**src/rtl/regfile_wb_arbiter.sv**
```systemverilog
// Register-file write-port arbiter between the in-order WB stage and a long-latency unit.
// Buffers LLU results in a small FIFO and stalls ID on hazards against pending LLU writes.
module regfile_wb_arbiter #(
   parameter int DEPTH      = 2,
   parameter int STARVE_MAX = 4
) (
   input  logic        clk,
   input  logic        rst,
   input  logic        RegWrite_wb,
   input  logic [4:0]  rdAddr_wb,
   input  logic [31:0] RegWriteData_wb,
   input  logic        llu_issue_valid,
   input  logic [4:0]  llu_issue_rd,
   input  logic        llu_done_valid,
   input  logic [4:0]  llu_done_rd,
   input  logic [31:0] llu_done_data,
   output logic        llu_done_ready,
   input  logic [4:0]  rs1Addr_id,
   input  logic [4:0]  rs2Addr_id,
   input  logic [4:0]  rdAddr_id,
   input  logic        RegWrite_id,
   output logic        rf_we,
   output logic [4:0]  rf_waddr,
   output logic [31:0] rf_wdata,
   output logic        stall_id,
   output logic        sb_err
);

   localparam int AW = (DEPTH > 1) ? $clog2(DEPTH) : 1;
   localparam int CW = $clog2(DEPTH + 1);
   localparam int SW = $clog2(STARVE_MAX + 1);

   // FIFO storage and control
   logic [4:0]    fifo_rd   [DEPTH];
   logic [31:0]   fifo_data [DEPTH];
   logic [AW-1:0] wr_ptr;
   logic [AW-1:0] rd_ptr;
   logic [CW-1:0] count;

   logic          fifo_full;
   logic          fifo_empty;
   logic          push;
   logic          pop;
   logic [4:0]    head_rd;
   logic [31:0]   head_data;

   logic          wb_act;
   logic          grant;
   logic          issue_act;

   logic [31:0]   pending;
   logic [31:0]   pending_nxt;
   logic          sb_evt;

   logic [SW-1:0] starve_cnt;
   logic          force_bubble;

   logic          haz_rs1;
   logic          haz_rs2;
   logic          haz_rd;

   assign fifo_full  = (count == CW'(DEPTH));
   assign fifo_empty = (count == '0);
   assign head_rd    = fifo_rd[rd_ptr];
   assign head_data  = fifo_data[rd_ptr];

   // Ready comes from the registered count only: a pop this cycle does not free a slot yet.
   assign llu_done_ready = !fifo_full;
   assign push           = llu_done_valid && llu_done_ready && (llu_done_rd != 5'd0);

   assign wb_act    = RegWrite_wb && (rdAddr_wb != 5'd0);
   assign grant     = !wb_act && !fifo_empty;
   assign pop       = grant;
   assign issue_act = llu_issue_valid && (llu_issue_rd != 5'd0);

   always_comb begin
      rf_we    = 1'b0;
      rf_waddr = 5'd0;
      rf_wdata = 32'd0;
      if (wb_act) begin
         rf_we    = 1'b1;
         rf_waddr = rdAddr_wb;
         rf_wdata = RegWriteData_wb;
      end else if (grant) begin
         rf_we    = 1'b1;
         rf_waddr = head_rd;
         rf_wdata = head_data;
      end
   end

   // NOTE: every output of a combinational block gets a default before any branch;
   // a path that leaves one unassigned infers a latch.
   always_comb begin
      pending_nxt = pending;
      sb_evt      = 1'b0;
      if (pop) begin
         if (!pending[head_rd]) sb_evt = 1'b1;
         pending_nxt[head_rd] = 1'b0;
      end
      // Applied after the clear so that a same-rd set and clear resolves to set.
      if (issue_act) begin
         if (pending[llu_issue_rd]) sb_evt = 1'b1;
         pending_nxt[llu_issue_rd] = 1'b1;
      end
      pending_nxt[0] = 1'b0;
   end

   // NOTE: state registers use non-blocking assignments so every flop samples
   // pre-edge values regardless of statement order.
   always_ff @(posedge clk) begin
      if (rst) begin
         wr_ptr     <= '0;
         rd_ptr     <= '0;
         count      <= '0;
         pending    <= '0;
         sb_err     <= 1'b0;
         starve_cnt <= '0;
      end else begin
         if (push) wr_ptr <= wr_ptr + AW'(1);
         if (pop)  rd_ptr <= rd_ptr + AW'(1);
         count   <= count + CW'(push) - CW'(pop);
         pending <= pending_nxt;
         if (sb_evt) sb_err <= 1'b1;

         if (fifo_empty || grant) begin
            starve_cnt <= '0;
         end else if (starve_cnt != SW'(STARVE_MAX)) begin
            starve_cnt <= starve_cnt + SW'(1);
         end
      end
   end

   // NOTE: the FIFO payload is not reset; entries are only read when count says
   // they are valid, so clearing them would just add reset fan-out.
   always_ff @(posedge clk) begin
      if (push) begin
         fifo_rd[wr_ptr]   <= llu_done_rd;
         fifo_data[wr_ptr] <= llu_done_data;
      end
   end

   assign force_bubble = (starve_cnt == SW'(STARVE_MAX));

   assign haz_rs1  = (rs1Addr_id != 5'd0) && pending[rs1Addr_id];
   assign haz_rs2  = (rs2Addr_id != 5'd0) && pending[rs2Addr_id];
   assign haz_rd   = RegWrite_id && (rdAddr_id != 5'd0) && pending[rdAddr_id];
   assign stall_id = haz_rs1 || haz_rs2 || haz_rd || force_bubble;

endmodule

```
**config.mk**
```make
export PLATFORM = sky130hd
export DESIGN_NAME = regfile_wb_arbiter
export DESIGN_NICKNAME = d
export VERILOG_FILES = /design/src/rtl/regfile_wb_arbiter.sv
export SDC_FILE = /design/constraint.sdc
export NUM_CORES = 1
export LEC_CHECK = 0
export ABC_CLOCK_PERIOD_IN_PS = 3300
export BUFFER_PORTS_ARGS = -buffer_cell sky130_fd_sc_hd__buf_4
export CAP_MARGIN = 20
export CORE_MARGIN = 4
export CORE_UTILIZATION = 45
export CTS_BUF_LIST = sky130_fd_sc_hd__clkbuf_2
export CTS_CLUSTER_SIZE = 12
export DETAILED_ROUTE_END_ITERATION = 8
export GPL_ROUTABILITY_DRIVEN = 0
export GPL_TIMING_DRIVEN = 0
export PLACE_DENSITY_LB_ADDON = 0.1
export SYNTH_ARGS = -nofsm -noshare
export SYNTH_HDL_FRONTEND = slang
export SYNTH_SLANG_ARGS = --single-unit
export TNS_END_PERCENT = 5
```
**constraint.sdc**
```tcl
create_clock -name clk -period 3.3 [get_ports clk]
set_clock_uncertainty 0.15 [all_clocks]
set_input_delay 0.33 -clock clk [delete_from_list [all_inputs] [get_ports clk]]
set_output_delay 0.33 -clock clk [all_outputs]
set_load 0.03 [all_outputs]
```
==> impl_metrics.ini <==
[run_status]
status = complete, no violations

[synth]
synth_xor_area_share_pct = 0.711
ys_top_cells_by_area = edfxtp_1, dfxtp_1, mux4_2
ys.flop_type = edfxtp_1
yosysWarnings = 0
synthArstFlopShare_pct = 0
synthTopCellsByCount = nand2_1, edfxtp_1, mux2i_1
synth.distinct_cells = 48
muxShareOfSynthArea_pct = 22.8
synth_top_cell_area_share_pct = 36.1
synth-seq-cells = 114
synth_nets = 643
syn-instance-count = 539
synthSimpleGateAreaFrac_pct = 10.5
synth.most_common_cell = nand2_1
syn_area_per_cell_um2 = 11.4
synthAdderAreaFrac_pct = 0.812
synth-edff-count = 74
synth_top_family_by_area = multiplexers
synth_top_area_cell = edfxtp_1
yosysSeqAreaShare_pct = 49.1
syn_area_um2 = 6160
synth_compound_area_share_pct = 13.1

[sta]
period_share_pct = 92.4
tightest_slew_ps = 753
fmax_mhz = 328
rsz0062_at_grt = yes
tns_ps = 0
period_needed_ps = 3050
finalMaxSlewViolations = 0
slew_headroom_pct = 49.8
layout_setup_ws_ps = 251
final-setup-viol-count = 0
hold_violations = 0
timing.hold.ws_ps = 114

[layout]
drive_gt1_share_pct = 30.7
fillers = 1180
ff_latch_area_um2 = 3020
syn2layout_area_growth_pct = 31.0
antenna_cells = 0
final_cells = 923
final_util_pct = 60.5
fin_nets = 838
multi_input_area_um2 = 2970

[placement]
dp_slack_ps = 599
place_inst = 848
portBuffers = 131
hpwlAfterDp_um = 12800

[clocking]
cts.sinks = 114
insertion_delay_ps = 640
cts_inserted_buffers = 17
clk_pin_slew_worst_paths_ps = 170
root_buffer = clkbuf_2
cts_setup_buffers = 0
clk_path_buf_depth = 2
cts_max_level = 4
tritoncts = built

[detailed_routing]
vias_per_cell = 5.62
drtAntennaViolNets = 0
dr.pass1.iters = 5
avgRoutedWirePerCell_um = 18.8
drc = 0
drt-initial-drc-count = 353
routed_wirelength_um = 17300
vias = 5187

[setup_path]
crit_chain = buf_4, buf_6, clkbuf_1, mux2i_1, o31ai_1, buf_4
slowest_delay_ps = 590
cpMaxStageDelayCell = clkbuf_1
crit_fanout = 10
crit_top_cell = buf_4
arrival_ps = 2570
critical_path_class = reg -> out
worstSetupEndpointType = primary output
startpoint_type = flip-flop
critical_path_required_ps = 2820

[floorplanning]
die_h_um = 125
rows = 42
core_area_um2 = 13300
ios = 141
fp.dieW_um = 125
start_util_pct = 46.2
die_area_um2 = 15600

[global_route]
overflow = 0
grt_max_degree = 28
grt_pass1_vias = 5441
grtUsageTotal_pct = 22.2
antenna_found_initial = 0
grt_pass1_wl_um = 27800

[job]
max_cap_violations = 0

[hold_path]
hp-class = in -> reg

[power_and_ir_drop]
p_leak_nw = 3.00
vdd_drop_max_mv = 0.337
power.density_nw_per_um2 = 542
final timing paths:
| kind | startpoint | end | slack (ps) | cells past startpoint |
|---|---|---|---|---|
| max | flip-flop | rf_wdata[12] | 250 | 6 |
| min | llu_issue_rd[2] | pending[12]$_SDFF_PP0_ | 110 | 5 |
| max reg2reg | pending[23]$_SDFF_PP0_ | sb_err$_SDFFE_PP0P_ | 330 | 8 |
| min reg2reg | rd_ptr$_SDFFE_PP0P_ | flip-flop | 400 | 2 |
area by class of cell:
type / instances / share of cell area [%]
inverter: 6 / 0.279
clock inverter: 13 / 1.49
tap: 176 / 2.73
timing repair buffer: 176 / 18.0
multi-input combinational: 383 / 36.8
clock buffer: 19 / 1.18
sequential: 114 / 37.5
buffer: 36 / 2.08
registers in the layout, indices dropped and copies added, names as in the netlist, named ones only:
| signal | flops |
|---|---|
| fifo_data | 64 |
| pending | 31 |
| fifo_rd | 10 |
| starve_cnt | 3 |
| count | 2 |
| rd_ptr | 1 |
| sb_err | 1 |
| wr_ptr | 1 |
routing by layer:
metal	track usage, %	wire, µm
met4	6.25	212
met3	5.63	1130
met5	0	0
met1	27.4	7070
met2	38.8	8900
cells in the final DEF (no fill, tap or decap), types with 11 or more instances in the layout:
cell and count:
buf_4 133, buf_2 11, nand2_1 101, a21oi_1 33, edfxtp_1 74, mux2i_1 52
o31ai_1 34, mux4_2 33, clkbuf_1 17, nor2_1 16, o21ai_0 39, dfxtp_1 40
clkbuf_2 22, dlygate4sd3_1 43
critical path, delay by kind of cell (launching register included):
family | cells | cell delay, ps
muxes | 1 | 210
DFF | 1 | 350
buffers and inverters | 4 | 1120
AOI/OAI and AO/OA | 1 | 260
power by group:
part | total [mW] | switching, mW | internal (mW)
combinational | 1.75 | 1.08 | 0.665
sequential | 1.78 | 0.0643 | 1.72
clock | 0.844 | 0.505 | 0.339
logic make-up (layout without fill, tap and decap cells):
| kind of cell | after synthesis | in the layout |
|---|---|---|
| AO/OA/AOI/OAI | 130 | 130 |
| AND/OR/NAND/NOR | 148 | 148 |
| XOR/XNOR | 5 | 5 |
| flip-flops | 114 | 114 |
| buffers and inverters | 42 | 250 |
| multiplexers | 96 | 96 |
| adder cells (fa/ha/maj) | 4 | 4 |
per-stage QoR:
step	instance area [µm²]	total power, mW
5_1_grt	8070	4.63
3_3_place_gp	7370	3.46
3_5_place_dp	7420	3.51
4_1_cts	8070	4.41
6_report	8070	4.37
2_1_floorplan	6160	2.89
what timing repair did:
item / 4_1_cts / 5_1_grt
hold endpoints to repair: 100 / 0
setup endpoints to repair: 0 / 15
hold buffers: 43 / 0
resized for setup: 0 / 6
(Power assumes the default switching activity.)
